$ cat src/rtl/alu_arbiter.sv
// alu_arbiter: round-robin arbiter and sequencer for a shared 16-bit combinational ALU.
// Defining ALU_ARB_FLAGS_EN adds registered zero/neg/ovf flags on each response channel.
module alu_arbiter (
    input  logic        clk,
    input  logic        rst_n,
    input  logic        req0_valid,
    output logic        req0_ready,
    input  logic [1:0]  req0_op,
    input  logic [15:0] req0_a,
    input  logic [15:0] req0_b,
    input  logic        req1_valid,
    output logic        req1_ready,
    input  logic [1:0]  req1_op,
    input  logic [15:0] req1_a,
    input  logic [15:0] req1_b,
    output logic        rsp0_valid,
    input  logic        rsp0_ready,
    output logic [15:0] rsp0_data,
    output logic        rsp0_cout,
    output logic        rsp1_valid,
    input  logic        rsp1_ready,
    output logic [15:0] rsp1_data,
    output logic        rsp1_cout,
    output logic [1:0]  alu_op,
    output logic [15:0] alu_a,
    output logic [15:0] alu_b,
    input  logic [15:0] alu_o,
    input  logic        alu_cout,
`ifdef ALU_ARB_FLAGS_EN
    output logic        rsp0_zero,
    output logic        rsp0_neg,
    output logic        rsp0_ovf,
    output logic        rsp1_zero,
    output logic        rsp1_neg,
    output logic        rsp1_ovf,
`endif
    output logic        busy
);
    typedef enum logic [1:0] {IDLE = 2'd0, EXEC = 2'd1, RESP = 2'd2} state_t;
    state_t      state_q, state_d;
    logic        last_q, last_d, owner_q, owner_d;
    logic [1:0]  op_q, op_d;
    logic [15:0] a_q, a_d, b_q, b_d;
    logic [15:0] data0_q, data0_d, data1_q, data1_d;
    logic        cout0_q, cout0_d, cout1_q, cout1_d;
    logic        any_valid, grant, accept, rsp_hs, cap0, cap1;

    // Contention goes to whoever did not finish the previous transaction.
    assign any_valid = req0_valid || req1_valid;
    assign grant     = (req0_valid && req1_valid) ? !last_q : req1_valid;
    assign accept    = (state_q == IDLE) && any_valid;
    assign rsp_hs    = (state_q == RESP) && (owner_q ? rsp1_ready : rsp0_ready);
    assign cap0      = (state_q == EXEC) && !owner_q;
    assign cap1      = (state_q == EXEC) && owner_q;

    always_ff @(posedge clk or negedge rst_n) begin
        if (!rst_n) state_q <= IDLE;
        else        state_q <= state_d;
    end

    always_comb begin
        state_d = state_q;
        case (state_q)
            IDLE:    state_d = accept ? EXEC : IDLE;
            EXEC:    state_d = RESP;
            RESP:    state_d = rsp_hs ? IDLE : RESP;
            default: state_d = IDLE;
        endcase
    end

    always_comb begin
        req0_ready = (state_q == IDLE) && any_valid && !grant && rst_n;
        req1_ready = (state_q == IDLE) && any_valid && grant && rst_n;
        rsp0_valid = (state_q == RESP) && !owner_q;
        rsp1_valid = (state_q == RESP) && owner_q;
        busy       = state_q != IDLE;
    end

    always_comb begin
        last_d  = rsp_hs ? owner_q : last_q;
        owner_d = accept ? grant : owner_q;
        op_d    = accept ? (grant ? req1_op : req0_op) : op_q;
        a_d     = accept ? (grant ? req1_a : req0_a) : a_q;
        b_d     = accept ? (grant ? req1_b : req0_b) : b_q;
        data0_d = cap0 ? alu_o : data0_q;
        cout0_d = cap0 ? (op_q[1] && alu_cout) : cout0_q;
        data1_d = cap1 ? alu_o : data1_q;
        cout1_d = cap1 ? (op_q[1] && alu_cout) : cout1_q;
    end

    always_ff @(posedge clk or negedge rst_n) begin
        if (!rst_n) begin
            last_q  <= 1'b1;
            owner_q <= 1'b0;
            op_q    <= 2'b00;
            a_q     <= 16'h0000;
            b_q     <= 16'h0000;
            data0_q <= 16'h0000;
            cout0_q <= 1'b0;
            data1_q <= 16'h0000;
            cout1_q <= 1'b0;
        end else begin
            last_q  <= last_d;
            owner_q <= owner_d;
            op_q    <= op_d;
            a_q     <= a_d;
            b_q     <= b_d;
            data0_q <= data0_d;
            cout0_q <= cout0_d;
            data1_q <= data1_d;
            cout1_q <= cout1_d;
        end
    end

    assign alu_op    = op_q;
    assign alu_a     = a_q;
    assign alu_b     = b_q;
    assign rsp0_data = data0_q;
    assign rsp0_cout = cout0_q;
    assign rsp1_data = data1_q;
    assign rsp1_cout = cout1_q;

`ifdef ALU_ARB_FLAGS_EN
    logic [2:0] flags_c, flags0_q, flags0_d, flags1_q, flags1_d;
    logic       ovf_c;

    // Signed overflow: operand signs (b inverted for SUB) agree but result sign differs.
    assign ovf_c   = (op_q == 2'b10) ? ((a_q[15] == b_q[15]) && (alu_o[15] != a_q[15])) :
                     (op_q == 2'b11) ? ((a_q[15] != b_q[15]) && (alu_o[15] != a_q[15])) : 1'b0;
    assign flags_c = {alu_o == 16'h0000, alu_o[15], ovf_c};

    always_comb begin
        flags0_d = cap0 ? flags_c : flags0_q;
        flags1_d = cap1 ? flags_c : flags1_q;
    end

    always_ff @(posedge clk or negedge rst_n) begin
        if (!rst_n) begin
            flags0_q <= 3'b000;
            flags1_q <= 3'b000;
        end else begin
            flags0_q <= flags0_d;
            flags1_q <= flags1_d;
        end
    end

    assign {rsp0_zero, rsp0_neg, rsp0_ovf} = flags0_q;
    assign {rsp1_zero, rsp1_neg, rsp1_ovf} = flags1_q;
`endif
endmodule

$ cat config.mk
export PLATFORM = sky130hd
export DESIGN_NAME = alu_arbiter
export DESIGN_NICKNAME = d
export VERILOG_FILES = /design/src/rtl/alu_arbiter.sv
export SDC_FILE = /design/constraint.sdc
export NUM_CORES = 1
export LEC_CHECK = 0
export CORE_MARGIN = 3
export CORE_UTILIZATION = 45
export CTS_CLUSTER_SIZE = 30
export DETAILED_ROUTE_END_ITERATION = 10
export DONT_BUFFER_PORTS = 1
export PLACE_DENSITY = 0.69
export SLEW_MARGIN = 20
export SYNTH_ARGS = -nofsm -noshare
export SYNTH_HDL_FRONTEND = slang
export SYNTH_SLANG_ARGS = --single-unit
$ cat constraint.sdc
create_clock -name clk -period 1.5 [get_ports clk]
set_clock_uncertainty 0.15 [all_clocks]
set_input_delay 0.225 -clock clk [delete_from_list [all_inputs] [get_ports clk]]
set_output_delay 0.225 -clock clk [all_outputs]
set_load 0.02 [all_outputs]
# == Yosys cells after proc, flatten, opt, wreduce, memory -nomap -nowiden ==
# Index checks and enable logic that the tools add are counted.
# classes
addsub,0
multipliers,0
div_mod_pow,0
order_cmp,0
eq_ne,2
shift,0
mux,8
bitwise_logic,0
n_reduce_logical,18
# op_table
operator,count
$mux 16,2
$logic_and 1x1->1,12
$pmux 2 s3,1
$mux 2,2
$logic_not 1->1,3
$mux 1,3
$eq 2x1->1 const B,1
$eq 2x2->1 const B,1
$logic_not 2->1,1
$reduce_bool 2->1,1
$logic_or 1x1->1,1
# word_totals
regBits,72
latchBits,0
ramBits,0
mem_bits_ro,0
inputBits,91
output_inout_bits,73
mem_count,0

# == Depth between registers and ports, before layout ==
# Gate-level depths: netlist (run 1).
# depth
word_depth,5
depth_mapped,5
depth_no_buf,4

# == Worst setup path after synthesis (run 1) ==
# No wires, ideal clock.
# synth_timing
kind,register -> output
startpoint,register state_q[0]
endpoint,output port req1_ready
t_arrival_ns,1.294
required_time_ns,1.125
slack_ns,-0.169
path_stages_with_launch,6
path_buffers,2
path_cell_list,dfrtp_1 nor2_1 and3_1 buf_2 buf_2 and2_1
# synth_between
elab_chain_cells,4
# synth_rtl
element,line_no,rtl
"start, declared",40,"state_t state_q, state_d;"
"start signal, assigned",58,else state_q <= state_d;
$logic_not 2->1,73,req1_ready = (state_q == IDLE) && any_valid && grant && rst_n;
$logic_and 1x1->1 (3 in a row),73,
"end, declared",12,"output logic req1_ready,"
# No other way between the ends.

# == Worst setup path in the final report (run 1) ==
# layout_timing
startpoint,register last_q
endpoint,output port req0_ready
# layout_between
elab_chain_cells,5
# layout_rtl
element,line_no,rtl
"start, declared",41,"logic last_q, last_d, owner_q, owner_d;"
"start signal, assigned",103,last_q <= last_d;
$logic_not 1->1,50,assign grant = (req0_valid && req1_valid) ? !last_q : req1_valid;
$mux 1,50,
$logic_not 1->1,72,req0_ready = (state_q == IDLE) && any_valid && !grant && rst_n;
$logic_and 1x1->1 (2 in a row),72,
"end, declared",7,"output logic req0_ready,"
# No other way between the ends.

==> results of run 1 <==
## power groups by stage
stage	Clock, W	Sequential, W	Combinational (W)
2_1_floorplan	0	0.00454	0.00225
3_3_place_gp	0	0.00479	0.00272
3_5_place_dp	0	0.00480	0.00283
4_1_cts	0.00151	0.00480	0.00445
5_1_grt	0.00162	0.00497	0.00526
6_report	0.00148	0.00486	0.00498
## cells by family (layout without fill, tap and decap cells)
kind of cell | count (synthesis) | in the layout | synth area share [%]
and+or+nand+nor | 20 | 20 | 3.699
buffers and inverters | 19 | 145 | 3.945
AOI/OAI and AO/OA | 73 | 73 | 20.59
DFF | 72 | 72 | 59.23
muxes | 34 | 34 | 12.54
## critical path, cell delays in order (launching register included)
cell and delay [ns]:
dfstp_2 0.54, nand2b_1 0.10, and3_4 0.20, and2_4 0.17
## metal layers
metal	up-vias	global-route usage [%]	routed length (um)
li1	1077	-	-
met1	1270	28.39	3726
met2	149	41.26	5136
met3	18	6.890	831
met4	0	10.16	200
met5	-	0	0
## through the flow
stage          worst slack [ns]  cells
2_1_floorplan          -0.03699    218
3_3_place_gp           -0.03624    295
3_5_place_dp           -0.07981    295
4_1_cts                 -0.2357    416
5_1_grt                 -0.2706    421
6_report                -0.2196    421
## registers in the layout, summed over array words and instances (netlist names)
| register | flops |
|---|---|
| state_q | 2 |
| alu_a | 16 |
| alu_b | 16 |
| rsp1_cout | 1 |
| last_q | 1 |
| owner_q | 1 |
| rsp0_cout | 1 |
| rsp1_data | 16 |
| rsp0_data | 16 |
| alu_op | 2 |
## Yosys cell counts (3+ instances only)
cell,n
o21a_1,34
dfrtp_1,71
clkbuf_1,3
buf_2,9
nor2_1,3
mux2_2,33
and2_1,3
nand2b_1,4
a221o_1,34
o21ai_0,3
buf_6,5
nand2_1,4
## repair_timing
action	4_1_cts	5_1_grt
setup buffers	11	3
resized for setup	46	31
hold endpoints to repair	142	72
pin swaps	19	10
setup endpoints to repair	47	73
gates cloned	8	3
## cell type report
class,count,area [um2]
clock buffer,10,127.6
multi-input combinational,127,1310
tap,77,96.34
inverter,2,10.01
clock inverter,6,60.06
fill,366,1485
timing repair buffer,127,1564
sequential,72,1805
## worst min-delay path by stage
stage                     startpoint             to  cells past startpoint
final                          rst_n  rsp1_data[13]                      0
after global placement         rst_n   rsp1_data[9]                      0
after detailed placement       rst_n   rsp1_data[9]                      0
after CTS                      rst_n       alu_b[2]                      0
after global routing           rst_n  rsp1_data[13]                      0
after floorplan                rst_n       alu_a[0]                      0
==> results by group, run 1 <==
Die
  • Core area: 6459 um2
  • IO Count: 164
  • Initial Util: 47.13%
  • Die Y: 88.25 um
  • Chip Width: 88.25 um
  • Die area: approximately 8000 um2
  • Row cnt: 29

Final layout
  • Ant. Diodes: 0
  • Final core utilization: 77.01%
  • Share of layout cells above drive strength 1: 30.52%
  • Most common cell after layout, fill and taps aside: dlygate4sd3_1
  • Finished Cell Area: 4974 um2
  • Area delta synth->final: 63.38%
  • Most frequent cells in the layout: dlygate4sd3_1 (87), dfrtp_1 (69), o21a_1 (34), a221o_1 (34), mux2_4 (32)
  • Layout Nets: 430

Global route
  • Largest net degree at the start of global routing: 75
  • Number of global-route vias before repair: 2,668
  • Total track usage: about a quarter
  • First-pass GRT wire length: 14.10 mm
  • GRT Residual Overflow: 0
  • Initial antenna violation count: 0

Power and ir drop
  • Pwr dens: roughly 2300 nW/um2
  • Seq pwr share: 42.9%
  • Peak supply drop: approximately 1.0 mV
  • P_sw: between 0.004 and 0.005 W
  • Switching share of power: 38.81%
  • Combinational share of power: 44.0%
  • Clock share of power: a little over an eighth
  • Total power: roughly 0.011 W
  • Internal: 0.006925 W
  • Leakage: between 2 and 2.5 nW

Worst setup path
  • Startpoint Class: register
  • Reg-to-Reg Start: state_q[1]
  • Critical path class: register to output pin
  • Worst Path Required: 1.12 ns
  • Critical path peak fanout: 3
  • Crit end category: output pin
  • Crit path arrival time: 1.34 ns
  • Crit path from: last_q
  • Critical R2R Capture: alu_b[0]
  • R2r setup slk: -0.20 ns
  • Worst R2R Path Depth: 6
  • Critical Path Sink: req0_ready

STA
  • Pins Over Slew Limit: 0
  • Final min period: 1.720 ns
  • Final setup fails: between 70 and 80
  • Worst hold margin: -0.5726 ns
  • Slew @ Worst Pin: 0.2873 ns
  • Setup TNS: -7.725 ns
  • F_max: 581.5 MHz
  • Fin worst setup slack: -0.2196 ns
  • Max-slew headroom: 80.85%
  • Period utilization: 114.6%
  • RSZ-0062 raised after global routing: true
  • Endpoints failing hold: 72

Route
  • DR WL/cell: ~24 um
  • Initial DRC Count: between 80 and 90
  • Routed wire length: about 9.9 mm
  • DR vias/cell: 5.971
  • # DRC: 0
  • DR vias: 2,514
  • Drt pass-1 iters: 4
  • Final ANT Viol Nets: 0

Yosys
  • Synth Warn #: 0
  • Synth Cell Area: 3044 um2
  • Number of synthesized register bits: between 70 and 80
  • Seq/Total Area, Yosys: 59.23%
  • Post-synth ARST share: 100.0%
  • Synth top area cells: dfrtp_1 (58%), mux2_2 (12%), a221o_1 (11%), o21a_1 (8.4%), buf_6 (1.8%)
  • Mean Syn Cell Area: 13.96 um2
  • Post-synthesis cell count: 218
  • Post-synthesis cell type count: 22
  • Post-synth EDFFs: 0
  • Post-synth net total: 309
  • Largest area contributor in the netlist: dfrtp_1
  • Post-synth top area share: between 50% and 60%
  • Predominant post-synthesis flop cell: dfrtp_1

Placement
  • Dpl cell area: between 3000 and 4000 um2
  • Routability cong.: 0.6949
  • Port Buffers: 0
  • Dpl hpwl: roughly 4.9 mm

CTS
  • H-tree depth: 3
  • CTS tree: built
  • CTS Buf Count: 9
  • Hold buffers post-CTS: 87
  • Later-pin clock latency in the skew report: 0.34 ns
  • Root buf cell: clkbuf_8
  • Reg clk slew, reported paths: 0.08 ns
  • Max clock buf depth: 2
  • CTS Sinks: 72

Run status
  • Status: finished, violations left
  • Failing checks: negative hold slack, negative setup slack

Hold path
  • Worst min-delay path category: primary input to async pin

Flow run
  • Max-cap violations: 0
(Power assumes the default switching activity.)
==> inputs of run 2 (changes only) <==
--- a/config.mk
+++ b/config.mk
@@ -6,11 +6,13 @@
 export NUM_CORES = 1
 export LEC_CHECK = 0
 export CORE_MARGIN = 3
-export CORE_UTILIZATION = 45
+export CORE_UTILIZATION = 40
+export CTS_CLUSTER_DIAMETER = 150
 export CTS_CLUSTER_SIZE = 30
 export DETAILED_ROUTE_END_ITERATION = 10
 export DONT_BUFFER_PORTS = 1
-export PLACE_DENSITY = 0.69
+export PLACE_DENSITY = 0.63
+export SETUP_SLACK_MARGIN = 0.02
 export SLEW_MARGIN = 20
 export SYNTH_ARGS = -nofsm -noshare
 export SYNTH_HDL_FRONTEND = slang
==> run 2 against run 1 <==
Against the previous run: the run still ends with negative hold slack, negative setup slack left; first-iteration DRC count is 21% higher; clock power grew 7%; die area increased by 12%; worst setup slack worse by 0.012 ns; cell count grew 4.3%; clock-buffer cell count increased by 2.
==> results by group, run 2 (same netlist as run 1, synthesis figures left out) <==
Run status
  • Failing checks: negative hold slack, negative setup slack
  • Status: finished, violations left

Power and ir drop
  • Peak supply drop: 0.9763 mV
  • Leakage: 2.102 nW
  • Total power: approximately 0.011 W
  • Pwr dens: 2218 nW/um2

Worst setup path
  • Critical path class: register to output pin
  • Crit-path cells: nand2b_4 > and3_4 > and2_4
  • CP Depth: 3
  • CP max stage delay: 0.56 ns
  • Worst Path Required: 1.12 ns
  • Critical path peak fanout: 3
  • Worst R2R Path Depth: 5
  • Slowest CP cell: dfstp_2
  • Reg-to-Reg Start: last_q
  • Startpoint Class: register
  • Crit-path leading delay family: flip-flops
  • Crit path arrival time: ~1.4 ns
  • Worst path bufs/invs: 0
  • Crit end category: output pin
  • Critical Path Sink: req0_ready
  • R2r setup slk: -0.20 ns
  • Crit path from: last_q
  • Critical R2R Capture: alu_b[6]

CTS
  • CTS Sinks: just over 70
  • H-tree depth: 3
  • CTS tree: built
  • Reg clk slew, reported paths: about 0.080 ns
  • Hold buffers post-CTS: 87
  • Later-pin clock latency in the skew report: 0.33 ns
  • Max clock buf depth: 2
  • Root buf cell: clkbuf_8
  • CTS Buf Count: 9

Placement
  • Dpl cell area: 3263 um2
  • Place WS: -0.06208 ns
  • Routability cong.: 0.7356
  • Port Buffers: 0
  • Dpl hpwl: 4.971 mm

Route
  • DR vias: between 2,000 and 2,500
  • DR vias/cell: 5.574
  • # DRC: 0
  • DR WL/cell: about 21 um
  • Final ANT Viol Nets: 0
  • Drt pass-1 iters: 4
  • Initial DRC Count: 102
  • Routed wire length: 9.133 mm

STA
  • Period utilization: 115.4%
  • RSZ-0062 raised after global routing: true
  • Pins Over Slew Limit: 0
  • Slew @ Worst Pin: just under 0.3 ns
  • F_max: 577.6 MHz
  • Worst hold margin: -0.5763 ns
  • Fin worst setup slack: -0.2312 ns
  • Final setup fails: 72
  • Setup TNS: -9.188 ns
  • Max-slew headroom: roughly four fifths
  • Final min period: 1.731 ns
  • Endpoints failing hold: 72

Final layout
  • Most common cell after layout, fill and taps aside: dlygate4sd3_1
  • Layout Nets: 426
  • Ant. Diodes: 0
  • Final core utilization: approximately two thirds
  • Finished Cell Area: 4820 um2
  • Most frequent cells in the layout: dlygate4sd3_1 (87), dfrtp_1 (70), o21a_1 (34), a221o_1 (34), mux2_2 (17)
  • Area delta synth->final: 58.32%
  • Share of layout cells above drive strength 1: 30.29%

Die
  • Row cnt: 31
  • Die area: a little under 9000 um2
  • Initial Util: between 40% and 50%
  • Chip Width: 93.24 um
  • IO Count: approximately 160
  • Core area: approximately 7300 um2
  • Die Y: 93.24 um

Global route
  • First-pass GRT wire length: 14.53 mm
  • Number of global-route vias before repair: between 2,000 and 3,000
  • Largest net degree at the start of global routing: 75
  • GRT Residual Overflow: 0
  • Total track usage: 21.78%
  • Initial antenna violation count: 0

Hold path
  • Worst min-delay path category: primary input to async pin

Flow run
  • Max-cap violations: 0
==> run 2: changes by cell type in the layout (fill, tap and decap cells not counted), moves of 2 or more <==
cell,delta
mux2_2,+16
mux2_4,-16
buf_6,+6
clkbuf_8,+2
buf_16,-4
buf_12,-3
clkinv_2,-2
==> run 2: final cells by class <==
cell class                      count  area (um2)
Tap cell                           99       123.9
Fill cell                         506        2511
Sequential cell                    72        1804
Clock buffer                       12       155.1
Clock inverter                      4       51.30
Multi-Input combinational cell    127        1264
Inverter                            2       7.507
Timing Repair Buffer              123        1414
==> run 2: power breakdown <==
group | switching [W] | leakage, nW | internal, W
clock | 0.000717 | 0.103 | 0.000864
sequential | 0.00187 | 0.868 | 0.00291
combinational | 0.00157 | 1.13 | 0.00275
total | 0.00416 | 2.10 | 0.00653
==> run 2: timing repair <==
action	in CTS	in global routing
endpoints found under the hold margin	142	72
buffers inserted	14	4
resized for setup	59	13
pin swaps	26	15
setup endpoints to repair	55	73
gates cloned	5	1
==> run 2: worst min-delay path by stage <==
| stage | start | to | slack [ns] | cells past startpoint |
|---|---|---|---|---|
| floorplan | rst_n | alu_a[0] | -0.22 | 0 |
| global placement | rst_n | rsp1_data[8] | -0.22 | 0 |
| global route | rst_n | rsp1_data[7] | -0.61 | 0 |
| CTS | rst_n | rsp1_data[14] | -0.59 | 0 |
| finish | rst_n | rsp1_data[7] | -0.58 | 0 |
| detailed placement | rst_n | rsp1_data[14] | -0.22 | 0 |
==> run 2: metal layers <==
layer  share of wire [%]  wire (um)  vias up  track usage (%)
li1                    -          -     1066                -
met2                  49       4516      150            36.57
met3                 9.2        840       20            7.080
met5                   0          0        -                0
met4                 2.4        223        0            9.524
met1                  39       3552     1211            25.35
==> run 2: through the flow <==
step	hold WS [ns]	instances
3_3_place_gp	-0.2191	316
3_5_place_dp	-0.2188	316
2_1_floorplan	-0.2206	218
5_1_grt	-0.6082	439
4_1_cts	-0.5942	436
6_report	-0.5763	439
==> inputs of run 3 (changes only) <==
--- a/config.mk
+++ b/config.mk
@@ -7,6 +7,7 @@
 export LEC_CHECK = 0
 export CORE_MARGIN = 3
 export CORE_UTILIZATION = 40
+export CTS_BUF_LIST = sky130_fd_sc_hd__clkbuf_16
 export CTS_CLUSTER_DIAMETER = 150
 export CTS_CLUSTER_SIZE = 30
 export DETAILED_ROUTE_END_ITERATION = 10
==> run 3 against run 2 <==
Against the previous run: routed wire length rose by 3.0%; the run still ends with negative hold slack, negative setup slack left; cell count grew 0.68%; clock power up 30%; worst hold slack better by 0.019 ns; die area did not move.
==> results by group, run 3 (same netlist as run 1, synthesis figures left out) <==
STA
  • Period utilization: 113.4%
  • Pins Over Slew Limit: 0
  • Final min period: 1.702 ns
  • RSZ-0062 raised after global routing: true
  • F_max: 587.7 MHz
  • Slew @ Worst Pin: 0.2896 ns
  • Endpoints failing hold: 72
  • Worst hold margin: -0.5572 ns
  • Fin worst setup slack: -0.2017 ns
  • Final setup fails: 72
  • Max-slew headroom: 80.69%

Die
  • Chip Width: 93.24 um
  • IO Count: 164
  • Initial Util: 41.53%
  • Core area: between 7000 and 8000 um2
  • Die area: between 8000 and 9000 um2
  • Row cnt: 31
  • Die Y: ~93 um

Worst setup path
  • Worst Path Required: 1.12 ns
  • Crit-path leading delay family: flip-flops
  • Reg-to-Reg Start: state_q[0]
  • Critical R2R Capture: rsp1_data[6]
  • Crit end category: output pin
  • Crit path arrival time: 1.33 ns
  • CP max stage delay: 0.55 ns
  • Critical path peak fanout: 3
  • Critical path class: register to output pin
  • Worst path bufs/invs: 0
  • Slowest CP cell: dfstp_2
  • R2r setup slk: -0.16 ns
  • Worst R2R Path Depth: 6
  • Startpoint Class: register
  • Crit-path cells: nand2b_4 > and3_4 > and2_4

Run status
  • Failing checks: negative hold slack, negative setup slack
  • Status: finished, violations left

Route
  • DR WL/cell: 21.29 um
  • # DRC: 0
  • DR vias/cell: 5.667
  • Final ANT Viol Nets: 0
  • DR vias: 2,505
  • Initial DRC Count: 64
  • Routed wire length: 9.411 mm
  • Drt pass-1 iters: 4

Final layout
  • Most frequent cells in the layout: dlygate4sd3_1 (87), dfrtp_1 (71), o21a_1 (34), a221o_1 (34), mux2_4 (32)
  • Fill cells: about 480
  • Area delta synth->final: 64.69%
  • Ant. Diodes: 0
  • Layout Nets: 429
  • Share of layout cells above drive strength 1: 30.03%
  • Multi-input gate area: 1324 um2
  • Final core utilization: 68.39%
  • Most common cell after layout, fill and taps aside: dlygate4sd3_1
  • Sequential cell area: roughly 1800 um2

CTS
  • Later-pin clock latency in the skew report: 0.32 ns
  • CTS tree: built
  • Root buf cell: clkbuf_16
  • Max clock buf depth: 2
  • Hold buffers post-CTS: between 80 and 90
  • H-tree depth: 3
  • CTS Sinks: 72
  • Reg clk slew, reported paths: around 0.060 ns
  • CTS Buf Count: 9

Placement
  • Dpl hpwl: 4.971 mm
  • Place WS: -0.06208 ns
  • Routability cong.: 0.7356
  • Port Buffers: 0

Global route
  • Number of global-route vias before repair: roughly 2,800
  • Initial antenna violation count: 0
  • GRT Residual Overflow: 0
  • First-pass GRT wire length: ~15 mm
  • Largest net degree at the start of global routing: 75
  • Total track usage: between 20% and 30%

Hold path
  • Worst min-delay path category: primary input to async pin

Power and ir drop
  • Peak supply drop: 1.277 mV
  • Leakage: approximately 2.3 nW
  • Pwr dens: 2301 nW/um2

Flow run
  • Max-cap violations: 0
run 3: through the flow:
| stage | power (W) | instances | cell area [um2] | setup TNS, ns |
|---|---|---|---|---|
| finish | 0.01154 | 442 | 5014 | -7.437 |
| global route | 0.01211 | 442 | 5014 | -11.42 |
| CTS | 0.01116 | 436 | 4836 | -6.761 |
| detailed placement | 0.007635 | 316 | 3263 | -1.453 |
| global placement | 0.007514 | 316 | 3263 | -1.834 |
| floorplan | 0.006790 | 218 | 3087 | -0.4092 |
run 3: final cells by class:
cell class | instances | share of cell area, %
Clock buffer | 9 | 4.492
Clock inverter | 7 | 1.248
Inverter | 2 | 0.1497
Multi-Input combinational cell | 127 | 26.40
Sequential cell | 72 | 35.96
Tap cell | 99 | 2.471
Timing Repair Buffer | 126 | 29.27
run 3: worst max path at each step:
| stage | cells past startpoint | to | slack [ns] | from |
|---|---|---|---|---|
| after floorplan | 5 | req0_ready | -0.04 | last_q |
| after global placement | 4 | alu_a[12] | -0.07 | last_q |
| after detailed placement | 4 | alu_a[8] | -0.06 | last_q |
| after CTS | 3 | req0_ready | -0.23 | last_q |
| after global routing | 3 | req0_ready | -0.25 | last_q |
| final | 3 | req0_ready | -0.20 | last_q |
run 3: power by group:
group | internal [W] | switching [W]
sequential | 0.00291 | 0.00190
combinational | 0.00302 | 0.00165
clock | 0.00127 | 0.000782
total | 0.00720 | 0.00434
run 3: repair_timing:
| item | in CTS | in global routing |
|---|---|---|
| resized for setup | 66 | 16 |
| cloned | 4 | 5 |
| setup buffers | 15 | 2 |
| endpoints found under the hold margin | 142 | 72 |
| pin swaps | 35 | 8 |
| endpoints found under the setup margin | 55 | 73 |
run 3: layer usage:
layer	vias up	global-route usage [%]	share of wire [%]
li1	1075	-	-
met1	1243	25.82	37
met2	168	35.68	50
met3	19	7.965	10
met4	0	9.035	2.4
met5	-	0	0
